==> config.mk <==
export PLATFORM = sky130hd
export DESIGN_NAME = fetch_sequencer_flat
export DESIGN_NICKNAME = d
export VERILOG_FILES = /design/src/rtl/fetch_pkg.sv /design/src/rtl/fetch_sequencer_if.sv /design/src/rtl/fetch_redirect_latch.sv /design/src/rtl/fetch_sequencer.sv /design/src/flat_wrapper.sv
export SDC_FILE = /design/constraint.sdc
export NUM_CORES = 1
export LEC_CHECK = 0
export ABC_AREA = 1
export BUFFER_PORTS_ARGS = -buffer_cell sky130_fd_sc_hd__buf_2
export CAP_MARGIN = 10
export CORE_ASPECT_RATIO = 0.5
export CORE_MARGIN = 5
export CORE_UTILIZATION = 30
export CTS_CLUSTER_SIZE = 25
export DETAILED_ROUTE_END_ITERATION = 6
export GPL_ROUTABILITY_DRIVEN = 1
export GPL_TIMING_DRIVEN = 1
export MAX_ROUTING_LAYER = met4
export SYNTH_ARGS = -nofsm -noshare
export SYNTH_HDL_FRONTEND = slang
export SYNTH_SLANG_ARGS = --single-unit
==> constraint.sdc <==
create_clock -name clk -period 3.18 [get_ports clk]
set_input_delay 0.318 -clock clk [delete_from_list [all_inputs] [get_ports clk]]
set_output_delay 0.318 -clock clk [all_outputs]
set_load 0.03 [all_outputs]
==> src/rtl/fetch_pkg.sv <==
// Shared types and limits for the fetch sequencer slice.
package fetch_pkg;

  localparam int unsigned ADDR_W_DEFAULT = 5;
  localparam int unsigned MEM_LAT_MAX    = 7;
  localparam int unsigned LAT_W          = 3;

  typedef enum logic [2:0] {
    IDLE,
    LOAD_PC,
    PC_TO_MAR,
    MEM_READ,
    LATCH,
    ISSUE
  } fetch_state_e;

endpackage

==> src/rtl/fetch_sequencer_if.sv <==
// Control/strobe bundle between the fetch sequencer and the fetch-stage wrapper.
interface fetch_sequencer_if
  import fetch_pkg::*;
#(
  parameter int unsigned ADDR_W = ADDR_W_DEFAULT,
  parameter int unsigned CNT_W  = 16
);

  logic              start;
  logic              redirect_valid;
  logic [ADDR_W-1:0] redirect_addr;
  logic              fetch_ready;
  logic              fetch_valid;
  logic [ADDR_W-1:0] pc_addr_out;
  logic              ProgramCounter_rd;
  logic              ProgramCounter_wr;
  logic              MAR_rd;
  logic              MAR_wr;
  logic              ProgramMemory_rd;
  logic              ProgramMemory_wr;
  logic              MDR_rd;
  logic              MDR_wr;
  logic              IR_rd;
  logic              IR_wr;
  logic              busy;
  logic [CNT_W-1:0]  fetch_count;

  modport master (
    input  start, redirect_valid, redirect_addr, fetch_ready,
    output fetch_valid, pc_addr_out,
           ProgramCounter_rd, ProgramCounter_wr, MAR_rd, MAR_wr,
           ProgramMemory_rd, ProgramMemory_wr, MDR_rd, MDR_wr,
           IR_rd, IR_wr, busy, fetch_count
  );

  modport slave (
    output start, redirect_valid, redirect_addr, fetch_ready,
    input  fetch_valid, pc_addr_out,
           ProgramCounter_rd, ProgramCounter_wr, MAR_rd, MAR_wr,
           ProgramMemory_rd, ProgramMemory_wr, MDR_rd, MDR_wr,
           IR_rd, IR_wr, busy, fetch_count
  );

endinterface

==> src/rtl/fetch_redirect_latch.sv <==
// Holds the pending branch target; the newest request wins, and a request in
// the same cycle as consumption survives as the next pending target.
module fetch_redirect_latch
  import fetch_pkg::*;
#(
  parameter int unsigned ADDR_W = ADDR_W_DEFAULT
) (
  input  logic              clk,
  input  logic              rst_n,
  input  logic              redirect_valid_i,
  input  logic [ADDR_W-1:0] redirect_addr_i,
  input  logic              consume_i,
  output logic              pending_o,
  output logic [ADDR_W-1:0] target_o
);

  logic              pending_q, pending_d;
  logic [ADDR_W-1:0] target_q, target_d;

  // Capture beats consume so a redirect landing in LOAD_PC is not lost.
  always_comb begin
    pending_d = pending_q;
    target_d  = target_q;
    if (redirect_valid_i) begin
      pending_d = 1'b1;
      target_d  = redirect_addr_i;
    end else if (consume_i) begin
      pending_d = 1'b0;
    end
  end

  // Pending flag and target register.
  always_ff @(posedge clk or negedge rst_n) begin
    if (!rst_n) begin
      pending_q <= 1'b0;
      target_q  <= '0;
    end else begin
      pending_q <= pending_d;
      target_q  <= target_d;
    end
  end

  assign pending_o = pending_q;
  assign target_o  = target_q;

endmodule

==> src/rtl/fetch_sequencer.sv <==
// Fetch control FSM: PC -> MAR -> program memory -> MDR/IR -> decode handshake,
// with branch redirects that squash the in-flight fetch.
module fetch_sequencer
  import fetch_pkg::*;
#(
  parameter int unsigned ADDR_W  = ADDR_W_DEFAULT,
  parameter int unsigned MEM_LAT = 1,
  parameter int unsigned CNT_W   = 16
) (
  input  logic              clk,
  input  logic              rst_n,
  fetch_sequencer_if.master bus
);

  localparam logic [LAT_W-1:0] LAT_LAST = LAT_W'(MEM_LAT - 1);

  fetch_state_e      state_q, state_d;
  logic [LAT_W-1:0]  lat_q, lat_d;
  logic [CNT_W-1:0]  count_q, count_d;
  logic              pending;
  logic              consume;
  logic              redirect_any;
  logic [ADDR_W-1:0] target;

  fetch_redirect_latch #(.ADDR_W(ADDR_W)) u_redirect (
    .clk              (clk),
    .rst_n            (rst_n),
    .redirect_valid_i (bus.redirect_valid),
    .redirect_addr_i  (bus.redirect_addr),
    .consume_i        (consume),
    .pending_o        (pending),
    .target_o         (target)
  );

  // A redirect arriving this cycle counts as pending for the branch decision.
  assign redirect_any = pending | bus.redirect_valid;

  // Next-state, memory-latency countdown and accepted-fetch counter.
  always_comb begin
    state_d = state_q;
    lat_d   = lat_q;
    count_d = count_q;
    consume = 1'b0;
    unique case (state_q)
      IDLE: begin
        if (redirect_any)   state_d = LOAD_PC;
        else if (bus.start) state_d = PC_TO_MAR;
      end
      LOAD_PC: begin
        consume = 1'b1;
        state_d = bus.start ? PC_TO_MAR : IDLE;
      end
      PC_TO_MAR: begin
        lat_d   = LAT_LAST;
        state_d = MEM_READ;
      end
      MEM_READ: begin
        if (lat_q == '0) state_d = LATCH;
        else             lat_d   = lat_q - LAT_W'(1);
      end
      LATCH: begin
        state_d = redirect_any ? LOAD_PC : ISSUE;
      end
      ISSUE: begin
        if (bus.fetch_ready) begin
          count_d = count_q + CNT_W'(1);
          if (redirect_any)   state_d = LOAD_PC;
          else if (bus.start) state_d = PC_TO_MAR;
          else                state_d = IDLE;
        end
      end
      default: state_d = IDLE;
    endcase
  end

  // State, latency counter and fetch counter registers.
  always_ff @(posedge clk or negedge rst_n) begin
    if (!rst_n) begin
      state_q <= IDLE;
      lat_q   <= '0;
      count_q <= '0;
    end else begin
      state_q <= state_d;
      lat_q   <= lat_d;
      count_q <= count_d;
    end
  end

  // Strobes decoded from the state register only.
  always_comb begin
    bus.fetch_valid       = 1'b0;
    bus.pc_addr_out       = '0;
    bus.ProgramCounter_rd = 1'b0;
    bus.ProgramCounter_wr = 1'b0;
    bus.MAR_rd            = 1'b0;
    bus.MAR_wr            = 1'b0;
    bus.ProgramMemory_rd  = 1'b0;
    bus.ProgramMemory_wr  = 1'b0;
    bus.MDR_rd            = 1'b0;
    bus.MDR_wr            = 1'b0;
    bus.IR_rd             = 1'b0;
    bus.IR_wr             = 1'b0;
    bus.busy              = (state_q != IDLE);
    bus.fetch_count       = count_q;
    unique case (state_q)
      LOAD_PC: begin
        bus.ProgramCounter_wr = 1'b1;
        bus.pc_addr_out       = target;
      end
      PC_TO_MAR: begin
        bus.ProgramCounter_rd = 1'b1;
        bus.MAR_wr            = 1'b1;
      end
      MEM_READ: begin
        bus.MAR_rd           = 1'b1;
        bus.ProgramMemory_rd = 1'b1;
      end
      LATCH: begin
        bus.ProgramMemory_rd = 1'b1;
        bus.MDR_wr           = 1'b1;
        bus.IR_wr            = 1'b1;
      end
      ISSUE: begin
        bus.IR_rd       = 1'b1;
        bus.MDR_rd      = 1'b1;
        bus.fetch_valid = 1'b1;
      end
      default: ;
    endcase
  end

endmodule

==> src/flat_wrapper.sv <==
// flat-port wrapper written by rule: the top's interface ports become plain ports
module fetch_sequencer_flat import fetch_pkg::*;
#(
  parameter int unsigned ADDR_W  = ADDR_W_DEFAULT,
  parameter int unsigned MEM_LAT = 1,
  parameter int unsigned CNT_W   = 16
)
  (clk, rst_n, bus_start, bus_redirect_valid, bus_redirect_addr, bus_fetch_ready, bus_fetch_valid, bus_pc_addr_out, bus_ProgramCounter_rd, bus_ProgramCounter_wr, bus_MAR_rd, bus_MAR_wr, bus_ProgramMemory_rd, bus_ProgramMemory_wr, bus_MDR_rd, bus_MDR_wr, bus_IR_rd, bus_IR_wr, bus_busy, bus_fetch_count);
  fetch_sequencer_if #(.ADDR_W(ADDR_W), .CNT_W(CNT_W)) bus_i ();
  input  logic clk;
  input  logic rst_n;
  input wire logic [$bits(bus_i.start)-1:0] bus_start;
  input wire logic [$bits(bus_i.redirect_valid)-1:0] bus_redirect_valid;
  input wire logic [$bits(bus_i.redirect_addr)-1:0] bus_redirect_addr;
  input wire logic [$bits(bus_i.fetch_ready)-1:0] bus_fetch_ready;
  output wire logic [$bits(bus_i.fetch_valid)-1:0] bus_fetch_valid;
  output wire logic [$bits(bus_i.pc_addr_out)-1:0] bus_pc_addr_out;
  output wire logic [$bits(bus_i.ProgramCounter_rd)-1:0] bus_ProgramCounter_rd;
  output wire logic [$bits(bus_i.ProgramCounter_wr)-1:0] bus_ProgramCounter_wr;
  output wire logic [$bits(bus_i.MAR_rd)-1:0] bus_MAR_rd;
  output wire logic [$bits(bus_i.MAR_wr)-1:0] bus_MAR_wr;
  output wire logic [$bits(bus_i.ProgramMemory_rd)-1:0] bus_ProgramMemory_rd;
  output wire logic [$bits(bus_i.ProgramMemory_wr)-1:0] bus_ProgramMemory_wr;
  output wire logic [$bits(bus_i.MDR_rd)-1:0] bus_MDR_rd;
  output wire logic [$bits(bus_i.MDR_wr)-1:0] bus_MDR_wr;
  output wire logic [$bits(bus_i.IR_rd)-1:0] bus_IR_rd;
  output wire logic [$bits(bus_i.IR_wr)-1:0] bus_IR_wr;
  output wire logic [$bits(bus_i.busy)-1:0] bus_busy;
  output wire logic [$bits(bus_i.fetch_count)-1:0] bus_fetch_count;
  assign bus_i.start = bus_start;
  assign bus_i.redirect_valid = bus_redirect_valid;
  assign bus_i.redirect_addr = bus_redirect_addr;
  assign bus_i.fetch_ready = bus_fetch_ready;
  assign bus_fetch_valid = bus_i.fetch_valid;
  assign bus_pc_addr_out = bus_i.pc_addr_out;
  assign bus_ProgramCounter_rd = bus_i.ProgramCounter_rd;
  assign bus_ProgramCounter_wr = bus_i.ProgramCounter_wr;
  assign bus_MAR_rd = bus_i.MAR_rd;
  assign bus_MAR_wr = bus_i.MAR_wr;
  assign bus_ProgramMemory_rd = bus_i.ProgramMemory_rd;
  assign bus_ProgramMemory_wr = bus_i.ProgramMemory_wr;
  assign bus_MDR_rd = bus_i.MDR_rd;
  assign bus_MDR_wr = bus_i.MDR_wr;
  assign bus_IR_rd = bus_i.IR_rd;
  assign bus_IR_wr = bus_i.IR_wr;
  assign bus_busy = bus_i.busy;
  assign bus_fetch_count = bus_i.fetch_count;
  fetch_sequencer #(.ADDR_W(ADDR_W), .MEM_LAT(MEM_LAT), .CNT_W(CNT_W)) u_core (.clk(clk), .rst_n(rst_n), .bus(bus_i));
endmodule
# [Yosys cells after proc, flatten, opt, wreduce, memory -nomap -nowiden]
# Cells that the tools add are included.
[totals] register_bits=28 in_bits=10 output_inout_bits=33
[op_classes] addsub=2 n_eq_ne=9 n_mux=19 bitwise=1 reduce_logical=9
[op_table] operator="two-way mux 3 bit" n=7
[op_table] operator="one-hot mux 3 bit (6 select lines)" n=1
[op_table] operator="adder 16 x 1 -> 16 bit, second input constant" n=1
[op_table] operator="two-way mux 1 bit" n=8
[op_table] operator="== test 3 x 2 -> 1 bit, second input constant" n=2
[op_table] operator="== test 3 bit, second input constant" n=2
[op_table] operator="zero test 3 bit" n=2
[op_table] operator="one-hot mux 3 bit (2 select lines)" n=1
[op_table] operator="two-way mux 5 bit" n=1
[op_table] operator="inequality test 2 bit, second input constant" n=2
[op_table] operator="AND reduction 2 bit" n=2
[op_table] operator="nonzero test 2 bit" n=2
[op_table] operator="== test 3 x 1 -> 1 bit, second input constant" n=1
[op_table] operator="inequality test 3 x 2 -> 1 bit, second input constant" n=1
[op_table] operator="AND reduction 3 bit" n=1
[op_table] operator="nonzero test 3 bit" n=1
[op_table] operator="subtractor 3 x 1 -> 3 bit, second input constant" n=1
[op_table] operator="two-way mux 2 bit" n=1
[op_table] operator="inequality test 2 x 1 -> 1 bit, second input constant" n=1
[op_table] operator="OR reduction 2 bit" n=1
[op_table] operator="OR 1 bit" n=1

# [Depth between registers and ports, before layout]
# Gate-level depths: netlist (run 1).
[depth] ltp_word=4 mapped_depth=8

# [Modules after synthesis]
# From an unflattened synthesis (run 1), not the netlist that was laid out.
[unflattened] cells_unflattened=195 hier_area_um2=1520.2
[modules_own_cells] mod="fetch_sequencer" n_inst=1 cells_each=170 area_per_inst_um2=1298.7 seq_area_each_um2=550.5
[modules_own_cells] mod="fetch_redirect_latch" n_inst=1 cells_each=25 area_per_inst_um2=221.5 seq_area_each_um2=150.1

# [Worst setup path before layout (run 1)]
# No wires, ideal clock.
[synth_path] path_type="reg2out" start="reg u_core.state_q[1]" end="out bus_pc_addr_out[0]" arrival_ns=1.619 t_required_ns=2.862 slack_ns=1.243 path_stages_with_launch=6 n_path_buf=0 cell_sequence="dfrtp_1 > inv_2 > nand2_1 > nor2_1 > inv_1 > nor2_1"
[synth_between] elab_chain_len=2
[synth_lines] element="start, declared" line_no="fetch_sequencer.sv:17" text="fetch_state_e state_q, state_d;"
[synth_lines] element="start signal, assigned" line_no="fetch_sequencer.sv:83" text="state_q <= state_d;"
[synth_lines] element="== test 3 x 1 -> 1 bit" line_no="fetch_sequencer.sv:105" text="unique case (state_q)"
[synth_lines] element="two-way mux 5 bit" line_no="fetch_sequencer.sv:105"
[synth_lines] element="end, declared" line_no="flat_wrapper.sv:17" text="output wire logic [$bits(bus_i.pc_addr_out)-1:0] bus_pc_addr_out;"
# Every way passes these cells.

# [Worst setup path in the final report (run 1)]
[layout_path] start="reg u_core.state_q[0]" end="out bus_pc_addr_out[0]"
# The elaborated chain is that of the path after synthesis.

==> results of run 1 <==
-- flip-flops by register name, summed over array words and instances (netlist names) --
name                         cells
u_core.u_redirect.pending_o      1
u_core.bus.fetch_count          16
u_core.lat_q                     3
u_core.u_redirect.target_o       5
u_core.state_q                   3
-- routing by layer --
metal	GRT usage, %	vias up	routed length, um
met3	2.80	2	161
met2	18.8	26	1670
met5	-	-	0
met4	2.05	0	22
li1	-	707	-
met1	13.2	627	1530
-- through the flow --
stage                     hold WS (ns)  area (um^2)  power, mW
after global placement           0.377         1850       1.05
after global routing             0.116         1890       1.34
final                           0.0562         1890       1.24
after CTS                       0.0771         1890       1.26
after floorplan                 0.0224         1610      0.917
after detailed placement         0.385         1850       1.06
-- placed cells by master (no fill, tap or decap), types with 3 or more instances in the layout --
| cell type | n |
|---|---|
| nand2_1 | 62 |
| buf_2 | 41 |
| inv_1 | 30 |
| dfrtp_1 | 28 |
| nor2_1 | 22 |
| o21ai_0 | 14 |
| nand3_1 | 9 |
| xnor2_1 | 4 |
| a21oi_1 | 4 |
| nand4_1 | 3 |
| nand3b_1 | 3 |
| ha_1 | 3 |
| clkbuf_8 | 3 |
-- cell type report --
class	count	area, um^2
inverter	32	120
fill	537	3160
tap	70	87.6
multi-input combinational	140	733
sequential	28	701
clock buffer	3	41.3
timing repair buffer	41	205
-- worst max path at each step --
stage	end	start	depth (start not counted)	slack (ns)
3_5_place_dp	bus_pc_addr_out[0]	u_core.state_q[0]$_DFFE_PN0P_	5	1.70
3_3_place_gp	bus_pc_addr_out[2]	u_core.state_q[0]$_DFFE_PN0P_	5	1.74
5_1_grt	bus_pc_addr_out[4]	u_core.state_q[0]$_DFFE_PN0P_	5	1.26
4_1_cts	bus_pc_addr_out[0]	u_core.state_q[0]$_DFFE_PN0P_	5	1.39
6_report	bus_pc_addr_out[0]	u_core.state_q[0]$_DFFE_PN0P_	5	1.41
2_1_floorplan	bus_pc_addr_out[0]	u_core.state_q[1]$_DFFE_PN0P_	5	1.24
-- where the power goes --
part	switching, mW	internal, mW
clock network	0.103	0.0849
logic	0.413	0.154
registers	0.0731	0.413
total	0.588	0.651
-- critical path, stage by stage (launching register included) --
cell	delay (ns)
dfrtp_1	0.51
nand2_1	0.09
nor2_1	0.15
inv_1	0.12
nor2_1	0.11
buf_2	0.20
-- cell families after synthesis --
family / after synthesis / share of synthesized area, %
xor gates and xnor gates: 7 / 4.28
buffers and inverters: 39 / 10.7
and+or+nand+nor: 108 / 32.1
adders and majority gates: 3 / 2.34
other: 1 / 0.233
DFF: 28 / 43.6
AOI/OAI and AO/OA: 21 / 6.70
==> results.py, run 1 <==
metrics = {
    "sta": {
        "fin_crit_sh_pct": 55.6,
        "setup_viol": 0,
        "finalHoldViolations": 0,
        "tightest_slew_ns": 0.633,
        "max_clock_freq_mhz": 566,
        "rsz0062_at_grt": "false",
        "drv_slew": 0,
        "post-route-min-period_ns": 1.77,
        "relSlewSlack_pct": 57.8,
        "timing.final.ws_setup_ns": 1.41,
        "fin_tns_setup_ns": 0,
        "fin_skew_ns": 0.00255,
    },
    "die": {
        "ios": 43,
        "rows": 18,
        "start_util_pct": 31.8,
        "coreArea_um2": 5040,
        "die_x_um": 113,
        "fp.dieArea_um2": 7010,
        "die_h_um": 61.7,
    },
    "yosys": {
        "yosysUniqueCellTypes": 26,
        "synth_async_sr_flop_share_pct": 100,
        "synth.area.top_cells": "dfrtp_1 (44%), nand2_1 (14%), inv_1 (7.0%)",
        "yosysWarnings": 0,
        "netlist_area_um2": 1610,
        "yosys.area.top_type": "dfrtp_1",
        "yosysMostFrequentCell": "nand2_1",
        "synthFlopType": "dfrtp_1",
        "synthCells": 207,
        "synthTopCellsByCount": "nand2_1 (62), inv_1 (30), dfrtp_1 (28)",
        "synth_top_area_share_pct": 43.6,
        "synth_nets": 220,
        "synth_seq_area_share_pct": 43.6,
        "synth_edf_count": 0,
        "avgSynthCellArea_um2": 7.76,
        "synth.ff_latch_count": 28,
    },
    "clock_network": {
        "cts_root_buf": "clkbuf_8",
        "numCtsBuffers": 3,
        "cts_setup_buffers": 0,
        "clock_sinks": 28,
        "post_cts_resized": 0,
        "clkLatencyLatePin_ns": 0.27,
        "cts_hold_buf": 0,
        "clk_pin_slew_worst_paths_ns": 0.09,
        "clockBufferDepth": 2,
        "h-tree-depth": 1,
        "cts_tree": "done",
    },
    "global_routing": {
        "grt_usage_pct": 10.8,
        "grt.overflow.total": 0,
        "grt_pass1_vias": 1341,
        "grt_max_degree": 29,
        "antenna_found_initial": 0,
        "grt_pass1_wl_mm": 5.95,
    },
    "critical_path": {
        "worst_setup_path_end_kind": "output pin",
        "critical_path_class": "register to output pin",
        "rr_endpoint": "u_core.bus.fetch_count[8]$_DFFE_PN0P_",
        "crit_fanout": 7,
        "start_kind": "register",
        "cp.arrival_ns": 1.45,
        "required_ns": 2.86,
        "reg2reg_setup_slack_ns": 1.69,
        "worst-r2r-cell-count": 6,
        "r2r-start": "u_core.bus.fetch_count[0]$_DFFE_PN0P_",
    },
    "detailed_routing": {
        "final_antenna_net_count": 0,
        "vias": 1362,
        "drc": 0,
        "initialDrtViolationCount": 56,
        "via_per_inst": 4.34,
        "drtPass1Iterations": 4,
        "wl_mm": 3.38,
        "wire_per_inst_um": 10.8,
    },
    "placed_design": {
        "place_hpwl_mm": 2.68,
        "io_buffers": 41,
        "place_inst": 311,
        "place_ws_ns": 1.70,
        "place.gp.congestion": 0.804,
    },
    "power": {
        "leakage_nw": 1.08,
        "powerDensity_nw_per_um2": 657,
        "peakVddDrop_v": 0.000378,
    },
    "layout": {
        "finish.utilization_pct": 37.4,
        "drive_above_1_share_pct": 23.0,
        "n_antenna_cell": 0,
        "final_cell_count_no_fill": 314,
        "syn2layout_area_growth_pct": 17.5,
        "fin_nets": 259,
    },
    "outcome": {
        "status": "complete, no violations",
    },
    "flow_run": {
        "max-cap-violations": 0,
    },
    "min_path": {
        "hold_path.class": "input port to asynchronous set/reset pin",
    },
}
No activity file was read; power rests on OpenSTA's default activity.
==> inputs of run 2 (changes only) <==
Settings changed: ABC_AREA 1 to 0.
Clock period 3.18 ns to 1.8 ns, I/O delays scaled along.
==> run 2 against run 1 <==
  * Sequential share of layout area rose by 2.9 points
  * Clock skew rose by 0.0037 ns
  * Critical path type unchanged
  * Synthesized cell count fell by 36%
  * Via count fell by 21%
  * Largest power group unchanged
  * First-iteration DRC count fell by 52%
==> results.py, run 2 <==
metrics = {
    "outcome": {
        "status": "complete, no violations",
    },
    "placed_design": {
        "place_ws_ns": 0.253,
        "place_hpwl_mm": 2.26,
        "place_inst": 232,
        "place.gp.congestion": 0.777,
        "io_buffers": 41,
    },
    "global_routing": {
        "grt_pass1_wl_mm": 4.97,
        "antenna_found_initial": 0,
        "grt.overflow.total": 0,
        "grt_usage_pct": 9.98,
        "grt_pass1_vias": 1080,
        "grt_max_degree": 29,
    },
    "clock_network": {
        "clkLatencyLatePin_ns": 0.28,
        "numCtsBuffers": 3,
        "clock_sinks": 28,
        "cts_tree": "done",
        "cts_setup_buffers": 0,
        "clk_pin_slew_worst_paths_ns": 0.09,
        "h-tree-depth": 1,
        "cts_root_buf": "clkbuf_8",
        "clockBufferDepth": 2,
    },
    "sta": {
        "hold_ws_ns": 0.132,
        "fin_tns_setup_ns": 0,
        "finalHoldViolations": 0,
        "post-route-min-period_ns": 1.72,
        "tightest_slew_ns": 0.624,
        "relSlewSlack_pct": 58.4,
        "max_clock_freq_mhz": 581,
        "fin_skew_ns": 0.00621,
        "fin_crit_sh_pct": 95.7,
        "timing.final.ws_setup_ns": 0.0780,
        "rsz0062_at_grt": "false",
        "setup_viol": 0,
        "drv_slew": 0,
    },
    "die": {
        "coreArea_um2": 4490,
        "rows": 17,
        "die_x_um": 108,
        "ios": 43,
        "start_util_pct": 31.8,
        "die_h_um": 58.8,
        "fp.dieArea_um2": 6320,
    },
    "layout": {
        "mostFrequentLayoutCells": "buf_2 (41), dfrtp_1 (26), nand2_1 (12)",
        "finish.utilization_pct": 39.1,
        "n_antenna_cell": 0,
        "final_cell_count_no_fill": 237,
        "syn2layout_area_growth_pct": 23.0,
        "fin_nets": 185,
        "largest_register_ffs": 16,
        "final_common_cell": "buf_2",
        "drive_above_1_share_pct": 39.2,
    },
    "yosys": {
        "yosysUniqueCellTypes": 40,
        "synthFlopType": "dfrtp_1",
        "yosys.area.top_type": "dfrtp_1",
        "netlist_area_um2": 1430,
        "synth_top_area_share_pct": 49.1,
        "synth.ff_latch_count": 28,
        "avgSynthCellArea_um2": 10.8,
        "synthTopCellsByCount": "dfrtp_1 (28), nand2_1 (12), nor2_1 (10)",
        "synth_async_sr_flop_share_pct": 100,
        "yosysWarnings": 0,
        "yosysMostFrequentCell": "dfrtp_1",
        "synth_seq_area_share_pct": 49.1,
        "synth.area.top_cells": "dfrtp_1 (49%), xnor2_1 (4.9%), mux2_2 (4.7%)",
        "synth_nets": 145,
        "synth_edf_count": 0,
        "synthCells": 132,
    },
    "critical_path": {
        "crit_fanout": 9,
        "worst_setup_path_end_kind": "output pin",
        "start_kind": "register",
        "cp.arrival_ns": 1.54,
        "required_ns": 1.62,
        "critical_path_class": "register to output pin",
    },
    "detailed_routing": {
        "drtPass1Iterations": 4,
        "vias": 1074,
        "final_antenna_net_count": 0,
        "initialDrtViolationCount": 27,
        "wire_per_inst_um": 12.4,
        "drc": 0,
        "wl_mm": 2.94,
        "via_per_inst": 4.53,
    },
    "power": {
        "leakage_nw": 0.908,
        "p_sw_share_pct": 41.2,
        "clkPwrFrac_pct": 23.0,
        "powerDensity_nw_per_um2": 1240,
        "p_int_mw": 1.28,
        "p_comb_share_pct": 40.0,
        "p_switching_mw": 0.898,
        "pwr-share-seq_pct": 37.0,
        "peakVddDrop_v": 0.000528,
    },
    "min_path": {
        "hold_path.class": "input port to register",
    },
    "flow_run": {
        "max-cap-violations": 0,
    },
}
[run 2: changes by cell type in the layout (fill, tap and decap cells not counted), moves of 6 or more]
cell and delta:
nand2_1 -50, o21ai_0 -10, nand3_1 -7, inv_1 -25, nor2_1 -12, mux2_2 +6
[run 2: power groups by stage]
stage	sequential (mW)	clock, mW	combinational (mW)
floorplan	0.825	0	0.626
global placement	0.799	0	0.856
detailed placement	0.803	0	0.867
CTS	0.792	0.513	0.869
global route	0.824	0.537	0.946
finish	0.806	0.501	0.870
[run 2: final cells by class]
cell class	count	area, um^2
fillers	471	2730
flip-flops and latches	28	703
multi-input cells	90	654
repair buffers	43	223
well taps	66	82.6
clock buffers	3	41.3
clock inverters	1	30.0
inverters	6	22.5
[run 2: through the flow]
| step | power (mW) | instance area, um^2 |
|---|---|---|
| after global placement | 1.65 | 1670 |
| final | 2.18 | 1760 |
| after global routing | 2.31 | 1760 |
| after detailed placement | 1.67 | 1670 |
| after floorplan | 1.45 | 1430 |
| after CTS | 2.17 | 1750 |
[run 2: final timing paths]
path / start / endpoint / slack, ns / cells after the start
setup / recovery: u_core.state_q[2]$_DFFE_PN0P_ / bus_ProgramMemory_rd / 0.08 / 4
hold / removal: bus_redirect_addr[0] / u_core.u_redirect.target_o[0]$_DFFE_PN0P_ / 0.13 / 2
setup reg to reg: u_core.state_q[1]$_DFFE_PN0P_ / u_core.bus.fetch_count[5]$_DFFE_PN0P_ / 0.25 / 4
hold reg to reg: u_core.bus.fetch_count[15]$_DFFE_PN0P_ / u_core.bus.fetch_count[15]$_DFFE_PN0P_ / 0.47 / 1
max in group asynchronous: rst_n / u_core.state_q[1]$_DFFE_PN0P_ / 0.91 / 2
min in group asynchronous: rst_n / u_core.state_q[0]$_DFFE_PN0P_ / 0.45 / 2
[run 2: critical path: stages (launching register included)]
cell and delay, ns:
dfrtp_2 0.48, or2b_1 0.25, nor2_1 0.08, or2_2 0.29
buf_2 0.18
[run 2: repair_timing]
item | 4_1_cts | 5_1_grt
resized for setup | 0 | 3
setup endpoints to repair | 0 | 6
hold buffers | 1 | 0
endpoints found under the hold margin | 28 | 0
[run 2: cell families (layout without fill, tap and decap cells)]
group / after synthesis / count (layout) / share of synthesized area, %
DFF: 28 / 28 / 49.1
and+or+nand+nor: 54 / 54 / 23.2
muxes: 6 / 6 / 4.73
other: 1 / 1 / 0.263
xor gates and xnor gates: 15 / 15 / 9.73
buffers and inverters: 14 / 53 / 5.87
adders and majority gates: 3 / 3 / 2.63
AOI/OAI and AO/OA: 11 / 11 / 4.47
[run 2: layer usage]
layer,GRT usage [%],vias to the layer above,routed length (um)
met1,12.0,528,1320
met3,2.19,2,122
li1,-,519,-
met4,2.70,0,27
met5,-,-,0
met2,17.1,25,1470
